## config.mk

```make
export PLATFORM = sky130hd
export DESIGN_NAME = alu_op_sequencer
export DESIGN_NICKNAME = d
export VERILOG_FILES = /design/src/rtl/alu_seq_pkg.sv /design/src/rtl/alu_op_decode.sv /design/src/rtl/alu_op_sequencer.sv
export SDC_FILE = /design/constraint.sdc
export NUM_CORES = 1
export LEC_CHECK = 0
export ABC_AREA = 0
export BUFFER_PORTS_ARGS = -buffer_cell sky130_fd_sc_hd__buf_2
export CAP_MARGIN = 10
export CORE_ASPECT_RATIO = 1.1
export CORE_MARGIN = 3
export CORE_UTILIZATION = 43
export CTS_BUF_LIST = sky130_fd_sc_hd__clkbuf_8 sky130_fd_sc_hd__clkbuf_16
export DETAILED_ROUTE_END_ITERATION = 12
export GPL_ROUTABILITY_DRIVEN = 0
export PLACE_DENSITY_LB_ADDON = 0.1
export RECOVER_POWER = 100
export REMOVE_ABC_BUFFERS = 1
export SYNTH_ARGS = -nofsm -noshare
export SYNTH_HDL_FRONTEND = slang
export SYNTH_SLANG_ARGS = --single-unit
```

## constraint.sdc

```tcl
create_clock -name clock -period 2.4 [get_ports clock]
set_clock_uncertainty 0.15 [all_clocks]
set_input_delay 0.48 -clock clock [delete_from_list [all_inputs] [get_ports clock]]
set_output_delay 0.48 -clock clock [all_outputs]
set_load 0.005 [all_outputs]
```

## src/rtl/alu_seq_pkg.sv

```systemverilog
// Shared constants for the ALU control-step sequencer: opcodes, alu_sel bit indices,
// state encoding and opcode classes. MUL/DIV support is gated by ALU_SEQ_MULDIV_EN.
package alu_seq_pkg;

    localparam int OPW  = 5;
    localparam int NSEL = 14;

    localparam logic [OPW-1:0] OP_ADD  = 5'b00011;
    localparam logic [OPW-1:0] OP_SUB  = 5'b00100;
    localparam logic [OPW-1:0] OP_SHR  = 5'b00101;
    localparam logic [OPW-1:0] OP_SHRA = 5'b00110;
    localparam logic [OPW-1:0] OP_SHL  = 5'b00111;
    localparam logic [OPW-1:0] OP_ROR  = 5'b01000;
    localparam logic [OPW-1:0] OP_ROL  = 5'b01001;
    localparam logic [OPW-1:0] OP_AND  = 5'b01010;
    localparam logic [OPW-1:0] OP_OR   = 5'b01011;
    localparam logic [OPW-1:0] OP_MUL  = 5'b01111;
    localparam logic [OPW-1:0] OP_DIV  = 5'b10000;
    localparam logic [OPW-1:0] OP_NEG  = 5'b10001;
    localparam logic [OPW-1:0] OP_NOT  = 5'b10010;

    localparam int SEL_ADD   = 0;
    localparam int SEL_SUB   = 1;
    localparam int SEL_MUL   = 2;
    localparam int SEL_DIV   = 3;
    localparam int SEL_AND   = 4;
    localparam int SEL_OR    = 5;
    localparam int SEL_SHR   = 6;
    localparam int SEL_SHRA  = 7;
    localparam int SEL_SHL   = 8;
    localparam int SEL_ROR   = 9;
    localparam int SEL_ROL   = 10;
    localparam int SEL_NEG   = 11;
    localparam int SEL_NOT   = 12;
    localparam int SEL_INCPC = 13;

    localparam logic [2:0] ST_IDLE = 3'd0;
    localparam logic [2:0] ST_T0   = 3'd1;
    localparam logic [2:0] ST_T1   = 3'd2;
    localparam logic [2:0] ST_T2   = 3'd3;
    localparam logic [2:0] ST_T3   = 3'd4;
    localparam logic [2:0] ST_T4   = 3'd5;
    localparam logic [2:0] ST_T5   = 3'd6;
    localparam logic [2:0] ST_T6   = 3'd7;

    localparam logic [1:0] CLS_TWO_OP  = 2'd0;
    localparam logic [1:0] CLS_UNARY   = 2'd1;
    localparam logic [1:0] CLS_MULDIV  = 2'd2;
    localparam logic [1:0] CLS_ILLEGAL = 2'd3;

    function automatic logic [NSEL-1:0] sel_bit(input int unsigned idx);
        sel_bit = {{(NSEL-1){1'b0}}, 1'b1} << idx;
    endfunction

endpackage

```

## src/rtl/alu_op_decode.sv

```systemverilog
// Combinational opcode decoder: 5-bit opcode -> one-hot ALU select and operation class.
// MUL/DIV decode only when ALU_SEQ_MULDIV_EN is defined; otherwise they classify as illegal.
module alu_op_decode
    import alu_seq_pkg::*;
(
    input  logic [OPW-1:0]  op,
    output logic [NSEL-1:0] sel,
    output logic [1:0]      cls
);

    always_comb begin
        sel = '0;
        cls = CLS_ILLEGAL;
        case (op)
            OP_ADD:  begin sel = sel_bit(SEL_ADD);  cls = CLS_TWO_OP; end
            OP_SUB:  begin sel = sel_bit(SEL_SUB);  cls = CLS_TWO_OP; end
            OP_SHR:  begin sel = sel_bit(SEL_SHR);  cls = CLS_TWO_OP; end
            OP_SHRA: begin sel = sel_bit(SEL_SHRA); cls = CLS_TWO_OP; end
            OP_SHL:  begin sel = sel_bit(SEL_SHL);  cls = CLS_TWO_OP; end
            OP_ROR:  begin sel = sel_bit(SEL_ROR);  cls = CLS_TWO_OP; end
            OP_ROL:  begin sel = sel_bit(SEL_ROL);  cls = CLS_TWO_OP; end
            OP_AND:  begin sel = sel_bit(SEL_AND);  cls = CLS_TWO_OP; end
            OP_OR:   begin sel = sel_bit(SEL_OR);   cls = CLS_TWO_OP; end
`ifdef ALU_SEQ_MULDIV_EN
            OP_MUL:  begin sel = sel_bit(SEL_MUL);  cls = CLS_MULDIV; end
            OP_DIV:  begin sel = sel_bit(SEL_DIV);  cls = CLS_MULDIV; end
`endif
            OP_NEG:  begin sel = sel_bit(SEL_NEG);  cls = CLS_UNARY;  end
            OP_NOT:  begin sel = sel_bit(SEL_NOT);  cls = CLS_UNARY;  end
            default: begin sel = '0;                cls = CLS_ILLEGAL; end
        endcase
    end

endmodule

```

## src/rtl/alu_op_sequencer.sv

```systemverilog
// Fetch/execute control-step sequencer for the Phase 1 ALU datapath (Moore strobes).
// Define ALU_SEQ_MULDIV_EN to enable MUL/DIV and the T6 HI-write step.
module alu_op_sequencer
    import alu_seq_pkg::*;
(
    input  logic            clock,
    input  logic            clear,
    input  logic            run,
    input  logic [31:0]     ir,
    input  logic            mem_rdy,
    output logic [NSEL-1:0] alu_sel,
    output logic            pc_out,
    output logic            pc_in,
    output logic            mar_in,
    output logic            mdr_in,
    output logic            mdr_out,
    output logic            rd,
    output logic            ir_in,
    output logic            gra,
    output logic            grb,
    output logic            grc,
    output logic            r_out,
    output logic            r_in,
    output logic            y_in,
    output logic            z_in,
    output logic            zlo_out,
    output logic            zhi_out,
    output logic            lo_in,
    output logic            hi_in,
    output logic            busy,
    output logic            illegal
);

    logic [2:0]      state_q, state_d;
    logic [OPW-1:0]  op_q, op_d;
    logic            pc_done_q, pc_done_d;
    logic            illegal_q, illegal_d;
    logic [NSEL-1:0] ir_sel, op_sel;
    logic [1:0]      ir_cls, op_cls;
    logic            unused_bits;

    // The IR-side decoder only decides legality at the T2->T3 edge; its select is not needed.
    alu_op_decode u_dec_ir (.op(ir[31:27]), .sel(ir_sel), .cls(ir_cls));
    alu_op_decode u_dec_op (.op(op_q),      .sel(op_sel), .cls(op_cls));

    assign unused_bits = ^{ir[26:0], ir_sel};

    always_comb begin
        state_d   = state_q;
        op_d      = op_q;
        pc_done_d = 1'b0;
        illegal_d = illegal_q;
        case (state_q)
            ST_IDLE: if (run) state_d = ST_T0;
            ST_T0:   state_d = ST_T1;
            ST_T1: begin
                pc_done_d = 1'b1;
                if (mem_rdy) state_d = ST_T2;
            end
            ST_T2: begin
                op_d = ir[31:27];
                if (ir_cls == CLS_ILLEGAL) begin
                    illegal_d = 1'b1;
                    state_d   = ST_IDLE;
                end else begin
                    state_d = ST_T3;
                end
            end
            ST_T3: state_d = ST_T4;
            ST_T4: state_d = ST_T5;
            ST_T5: begin
`ifdef ALU_SEQ_MULDIV_EN
                if (op_cls == CLS_MULDIV) state_d = ST_T6;
                else
`endif
                state_d = run ? ST_T0 : ST_IDLE;
            end
`ifdef ALU_SEQ_MULDIV_EN
            ST_T6: state_d = run ? ST_T0 : ST_IDLE;
`endif
            default: state_d = ST_IDLE;
        endcase
    end

    always_ff @(posedge clock) begin
        if (clear) begin
            state_q   <= ST_IDLE;
            op_q      <= '0;
            pc_done_q <= 1'b0;
            illegal_q <= 1'b0;
        end else begin
            state_q   <= state_d;
            op_q      <= op_d;
            pc_done_q <= pc_done_d;
            illegal_q <= illegal_d;
        end
    end

    // Strobes depend only on state, op_q and pc_done_q so they stay glitch-free Moore outputs.
    always_comb begin
        alu_sel = '0;
        pc_out  = 1'b0;
        pc_in   = 1'b0;
        mar_in  = 1'b0;
        mdr_in  = 1'b0;
        mdr_out = 1'b0;
        rd      = 1'b0;
        ir_in   = 1'b0;
        gra     = 1'b0;
        grb     = 1'b0;
        grc     = 1'b0;
        r_out   = 1'b0;
        r_in    = 1'b0;
        y_in    = 1'b0;
        z_in    = 1'b0;
        zlo_out = 1'b0;
        zhi_out = 1'b0;
        lo_in   = 1'b0;
        hi_in   = 1'b0;
        case (state_q)
            ST_T0: begin
                pc_out  = 1'b1;
                mar_in  = 1'b1;
                z_in    = 1'b1;
                alu_sel = sel_bit(SEL_INCPC);
            end
            ST_T1: begin
                mdr_in = 1'b1;
                if (!pc_done_q) begin
                    zlo_out = 1'b1;
                    pc_in   = 1'b1;
                    rd      = 1'b1;
                end
            end
            ST_T2: begin
                mdr_out = 1'b1;
                ir_in   = 1'b1;
            end
            ST_T3: begin
                if (op_cls == CLS_TWO_OP) begin
                    grb   = 1'b1;
                    r_out = 1'b1;
                    y_in  = 1'b1;
                end
`ifdef ALU_SEQ_MULDIV_EN
                if (op_cls == CLS_MULDIV) begin
                    gra   = 1'b1;
                    r_out = 1'b1;
                    y_in  = 1'b1;
                end
`endif
            end
            ST_T4: begin
                grc     = (op_cls == CLS_TWO_OP);
                grb     = (op_cls != CLS_TWO_OP);
                r_out   = 1'b1;
                z_in    = 1'b1;
                alu_sel = op_sel;
            end
            ST_T5: begin
                zlo_out = 1'b1;
`ifdef ALU_SEQ_MULDIV_EN
                if (op_cls == CLS_MULDIV) begin
                    lo_in = 1'b1;
                end else begin
                    gra  = 1'b1;
                    r_in = 1'b1;
                end
`else
                gra  = 1'b1;
                r_in = 1'b1;
`endif
            end
`ifdef ALU_SEQ_MULDIV_EN
            ST_T6: begin
                zhi_out = 1'b1;
                hi_in   = 1'b1;
            end
`endif
            default: ;
        endcase
    end

    assign busy    = (state_q != ST_IDLE);
    assign illegal = illegal_q;

endmodule

```

Yosys cells after proc, flatten, opt, wreduce, memory -nomap -nowiden
Memories as Yosys holds them, arrays and structs flattened. A register that Yosys moved wholly into a read port is not among the register bits.
Cells that the tools add are included.
{"block": "word_totals", "regBits": 10, "wordCells": 43, "mem_bits_ro": 832, "n_memories": 2, "in_bits": 36}
{"name": "(no name shown)", "words": 32, "word_bits": 13, "read_ports": 1, "rd_clocked_by_memory_dff": 0, "write_ports": 0, "line": "alu_op_decode.sv:14", "source": "case (op)"}
{"name": "(no name shown)", "words": 32, "word_bits": 13, "read_ports": 1, "rd_clocked_by_memory_dff": 1, "write_ports": 0, "line": "alu_op_decode.sv:14"}
{"block": "op_classes", "n_eq_ne": 9, "reduce_logical": 7, "muxes": 21}
{"operator": "$pmux 14 s2", "count": 1}
{"operator": "$pmux 3 s7", "count": 1}
{"operator": "$mux 1", "count": 11}
{"operator": "$mux 5", "count": 2}
{"operator": "$eq 3x3->1 const B", "count": 3}
{"operator": "$mux 3", "count": 3}
{"operator": "$eq 3x2->1 const B", "count": 2}
{"operator": "$pmux 1 s2", "count": 3}
{"operator": "$ne 2x2->1 const B", "count": 2}
{"operator": "$reduce_and 2->1", "count": 2}
{"operator": "$eq 3x1->1 const B", "count": 1}
{"operator": "$logic_not 3->1", "count": 1}
{"operator": "$reduce_bool 3->1", "count": 1}
{"operator": "$eq 2x2->1 const B", "count": 1}
{"operator": "$logic_not 2->1", "count": 1}
{"operator": "$reduce_bool 2->1", "count": 1}
{"operator": "$reduce_or 2->1", "count": 1}

Depth between registers and ports, before layout
An unclocked memory read counts as a cell.
{"block": "logic_depth", "word_depth": 4, "mapped_depth": 9, "mapped_depth_nobuf": 8}

Hierarchy
Synthesis repeated with hierarchy kept, for this count alone.
{"block": "unflattened", "hier_cells": 155, "hier_area_um2": 1172.4}
{"mod": "alu_op_sequencer", "seq_area_each_um2": 200.2, "cells_each": 86, "area_per_inst_um2": 713.2, "n_inst": 1}
{"mod": "alu_op_decode at u_dec_op", "seq_area_each_um2": 0.0, "cells_each": 35, "area_per_inst_um2": 235.2, "n_inst": 1}
{"mod": "alu_op_decode at u_dec_ir", "seq_area_each_um2": 0.0, "cells_each": 34, "area_per_inst_um2": 224.0, "n_inst": 1}

Worst setup path before layout
No wires, ideal clock.
{"block": "synth_path", "path_type": "register to register", "startpoint": "register state_q[2]", "endpoint": "register, netlist name u_dec_op.cls[1]", "synth_period_minus_slack_ns": 2.122, "stages_incl_launch_ff": 9, "path_slack_ns": 0.278, "arrival_ns": 1.894, "cell_sequence": "dfxtp_1 -> buf_6 -> nand3b_4 -> inv_6 -> mux2i_1 -> nor2_1 -> ha_1 -> a32o_1 -> a32oi_1"}
{"block": "synth_via", "elab_chain_cells": 3}
{"element": "start, declared", "line": "alu_op_sequencer.sv:34", "source": "logic [2:0] state_q, state_d;"}
{"element": "start signal, assigned", "line": "alu_op_sequencer.sv:92", "source": "state_q <= state_d;"}
{"element": "$eq 3x2->1", "line": "alu_op_sequencer.sv:53", "source": "case (state_q)"}
{"element": "$mux 5 (no line) (2 in series)"}
Every way passes these cells.
A chain may end at the register's enable or synchronous reset.

Worst setup path after layout
{"block": "layout_path", "startpoint": "register state_q[2]", "endpoint": "output rd"}
{"block": "layout_via", "elab_chain_cells": 2}
{"element": "$eq 3x2->1", "line": "alu_op_sequencer.sv:120", "source": "case (state_q)"}
{"element": "$mux 1", "line": "alu_op_sequencer.sv:120"}
{"element": "end, declared", "line": "alu_op_sequencer.sv:17", "source": "output logic rd,"}
Every way passes these cells.

==> qor.txt <==
CTS tree - done
Die X - 56.2 um
GRT met3 Usage - 2.52%
die height - 61.3 um
post-CTS sizing - 0
worst rel slew slack - 67.0%
endpoint type of the worst setup path - primary output
top cell type's share of synthesized area - 38.6%
Hold Crit Class - input pin to flop
nets - 203
WS Path Type - flop to primary output
Congestion Overflow GR - 0
fill count - 276
First-pass DRT Iterations - 4
met2 usage in global routing - 22.9%
htree depth - 1
post-route cell area - 1380 um2
grt met1 use - 17.5%
Main synth FF type - dfxtp_1
vias in the first global route - 855
Post-synth EDFFs - 0
top cells by count, synth - dfxtp_1, and3_1, buf_4
worst-path cell chain - clkbuf_1, or3b_2, nor2_1, clkbuf_2
internal power - 546 uW
Worst-Margin Slew - 481 ps
Core Region - 2570 um2
port bufs - 37
leakage - 0.000708 uW
top cells by area, synth - dfxtp_1, and3_1, buf_4
fraction of layout cells with a size suffix above 1 - 25.0%
TritonCTS buffer count - 3
Area after DPL - 1370 um2
launching point of the worst reg2reg path - state_q[0]$_SDFFE_PP0P_
final setup vio count - 0
power share of the sequential group - 54.8%
cell count after synthesis - 129
Syn Std Cell Area - 1190 um2
status - finished clean
RR Endpoint - u_dec_op.sel[5]$_SDFF_PP0_
final wirelength - 2.35 mm
Core Rows - 19
leading area contributor after synthesis - dfxtp_1
Post-CTS Hold Buffers - 0
DRT antenna net count - 0
Worst setup startpoint - state_q[2]$_SDFFE_PP0P_
cell chosen for the clock root - clkbuf_8
Most Crowded Layer GR - met2
flop2flop setup slack - 200 ps
cell with the most instances after synthesis - dfxtp_1
Seq/Total Area, Yosys - 38.6%
Worst IR Drop VDD - 0.380 mV
Setup WS post-layout - 168 ps
final hold violation count - 0
Synth Area in Compound Gates - 7.44%
WL per Instance - 12.0 um
Worst R2R Path Depth - 6
clock-pin slew on the worst setup and hold paths - 70 ps
crit-path max FO - 9
Critical Path AT - 1600 ps
combinational fraction of design power - 13.3%
Synth Warn # - 0
Initial DRC Count - 6
dpl hpwl - 1.83 mm
first-pass GRT wire length - 3.78 mm
crit share post-route - 93.0%
Simple-Gate Fraction of Synth Area - 31.3%
asr flop ratio synth - 0%
delay-heaviest family, CP - simple AND/OR/NAND/NOR gates
Adder-Cell Fraction of Synth Area - 2.10%
Max Clock Freq - 448 MHz
initial core utilization - 46.5%
Total Routing Usage GR - 13.8%
Skew-Pair Late Insertion Delay - 260 ps
Distinct cells, synth - 42
# Post-CTS Setup Buffers - 0
Worst Path Buf+Inv - 2
Syn Area/Cell - 9.25 um2
via count - 984
crit path time final - 2230 ps
Pwr Total - 720 uW
max_cap viols - 0
Stages on worst setup path - 4
fin. max-slew vios - 0
# clock sinks - 23
pwr dens - 523 nW/um2
Slowest cell on crit path - or3b_2
Clock Tree Buf Depth - 2
drc violations - 0
initial antenna violation count - 0
Syn-to-layout area delta - 15.4%
worst setup path end - rd
dpl ws - 245 ps
Diodes inserted - 0
WHS - 310 ps
RSZ-0062 raised after global routing - no
die area - 3440 um2
critical path launch point type - flop
Worst path max stage delay - 550 ps
IO Pins - 70
WP data required - 1770 ps
NetSw - 174 uW
Synth Area in XOR/XNOR - 0.734%
main combinational cell family by area after synthesis - simple AND/OR/NAND/NOR gates
post-synthesis mux area share - 6.92%
Setup Total Neg Slack - 0 ps
Hold Crit Depth - 2
largest net degree at the start of global routing - 22
vias per cell - 5.05
#FFs+latches synth - 23
Clock Power Share - 31.9%
switch share - 24.2%
per-stage QoR:
step	utilization [%]	std cells
after floorplan	-	116
after global placement	53.5	191
after detailed placement	53.5	191
after CTS	55.3	195
after global routing	53.7	195
final	53.7	195
routing by layer:
| layer | vias to the layer above | wire length (um) |
|---|---|---|
| li1 | 507 | - |
| met1 | 450 | 1090 |
| met2 | 25 | 1110 |
| met3 | 2 | 136 |
| met4 | 0 | 9 |
| met5 | - | 0 |
power groups by stage:
stage | Clock [uW] | Combinational [uW] | Sequential, uW
after global routing | 245 | 108 | 396
after detailed placement | 0 | 101 | 404
after global placement | 0 | 98.6 | 404
final | 230 | 95.7 | 395
after CTS | 239 | 101 | 395
after floorplan | 0 | 46.9 | 410
placed cells by master, fill, tap and decap left out, types with 4 or more instances in the layout:
cell | Yosys | layout
clkbuf_1 | 4 | 14
nor4_1 | 8 | 8
dfxtp_1 | 23 | 23
nor2b_1 | 4 | 4
conb_1 | 1 | 5
buf_4 | 10 | 4
and3_1 | 12 | 12
mux2i_1 | 6 | 7
buf_2 | 2 | 23
inv_1 | 6 | 7
nand2b_1 | 5 | 5
nor2_1 | 9 | 9
nor3_1 | 3 | 4
a21oi_1 | 4 | 4
area by class of cell:
cell class | count | area (um2) | area share, %
multi-input combinational | 84 | 581 | 42.1
clock inverter | 1 | 5.00 | 0.363
tap | 31 | 38.8 | 2.82
sequential | 23 | 460 | 33.4
timing repair buffer | 44 | 213 | 15.4
clock buffer | 3 | 41.3 | 3.00
inverter | 9 | 38.8 | 2.82
worst register-to-register path: cells and delay by family (launching register included):
family	cells	cell delay [ps]
mux	1	460
flops	1	380
simple gates	3	870
buf+inv	2	270
state kept, by name, indices dropped and copies added (netlist names):
register      count
op_q              5
state_q           3
u_dec_op.sel     11
illegal           1
u_dec_op.cls      2
pc_done_q         1
how the worst min path moves through the flow:
stage | startpoint | end | slack [ps]
4_1_cts | clear | state_q[1]$_SDFFE_PP0P_ | 300
3_3_place_gp | illegal$_SDFFE_PP0P_ | illegal$_SDFFE_PP0P_ | 300
6_report | clear | state_q[1]$_SDFFE_PP0P_ | 310
3_5_place_dp | illegal$_SDFFE_PP0P_ | illegal$_SDFFE_PP0P_ | 300
5_1_grt | clear | state_q[1]$_SDFFE_PP0P_ | 320
2_1_floorplan | illegal$_SDFFE_PP0P_ | illegal$_SDFFE_PP0P_ | 310
cells by family after synthesis:
family / Yosys count
AND/OR/NAND/NOR: 56
other: 1
XOR/XNOR: 1
multiplexers: 7
flip-flops: 23
adder cells (fa/ha/maj): 2
AO/OA/AOI/OAI: 13
buffers and inverters: 26
(Power assumes the default switching activity.)
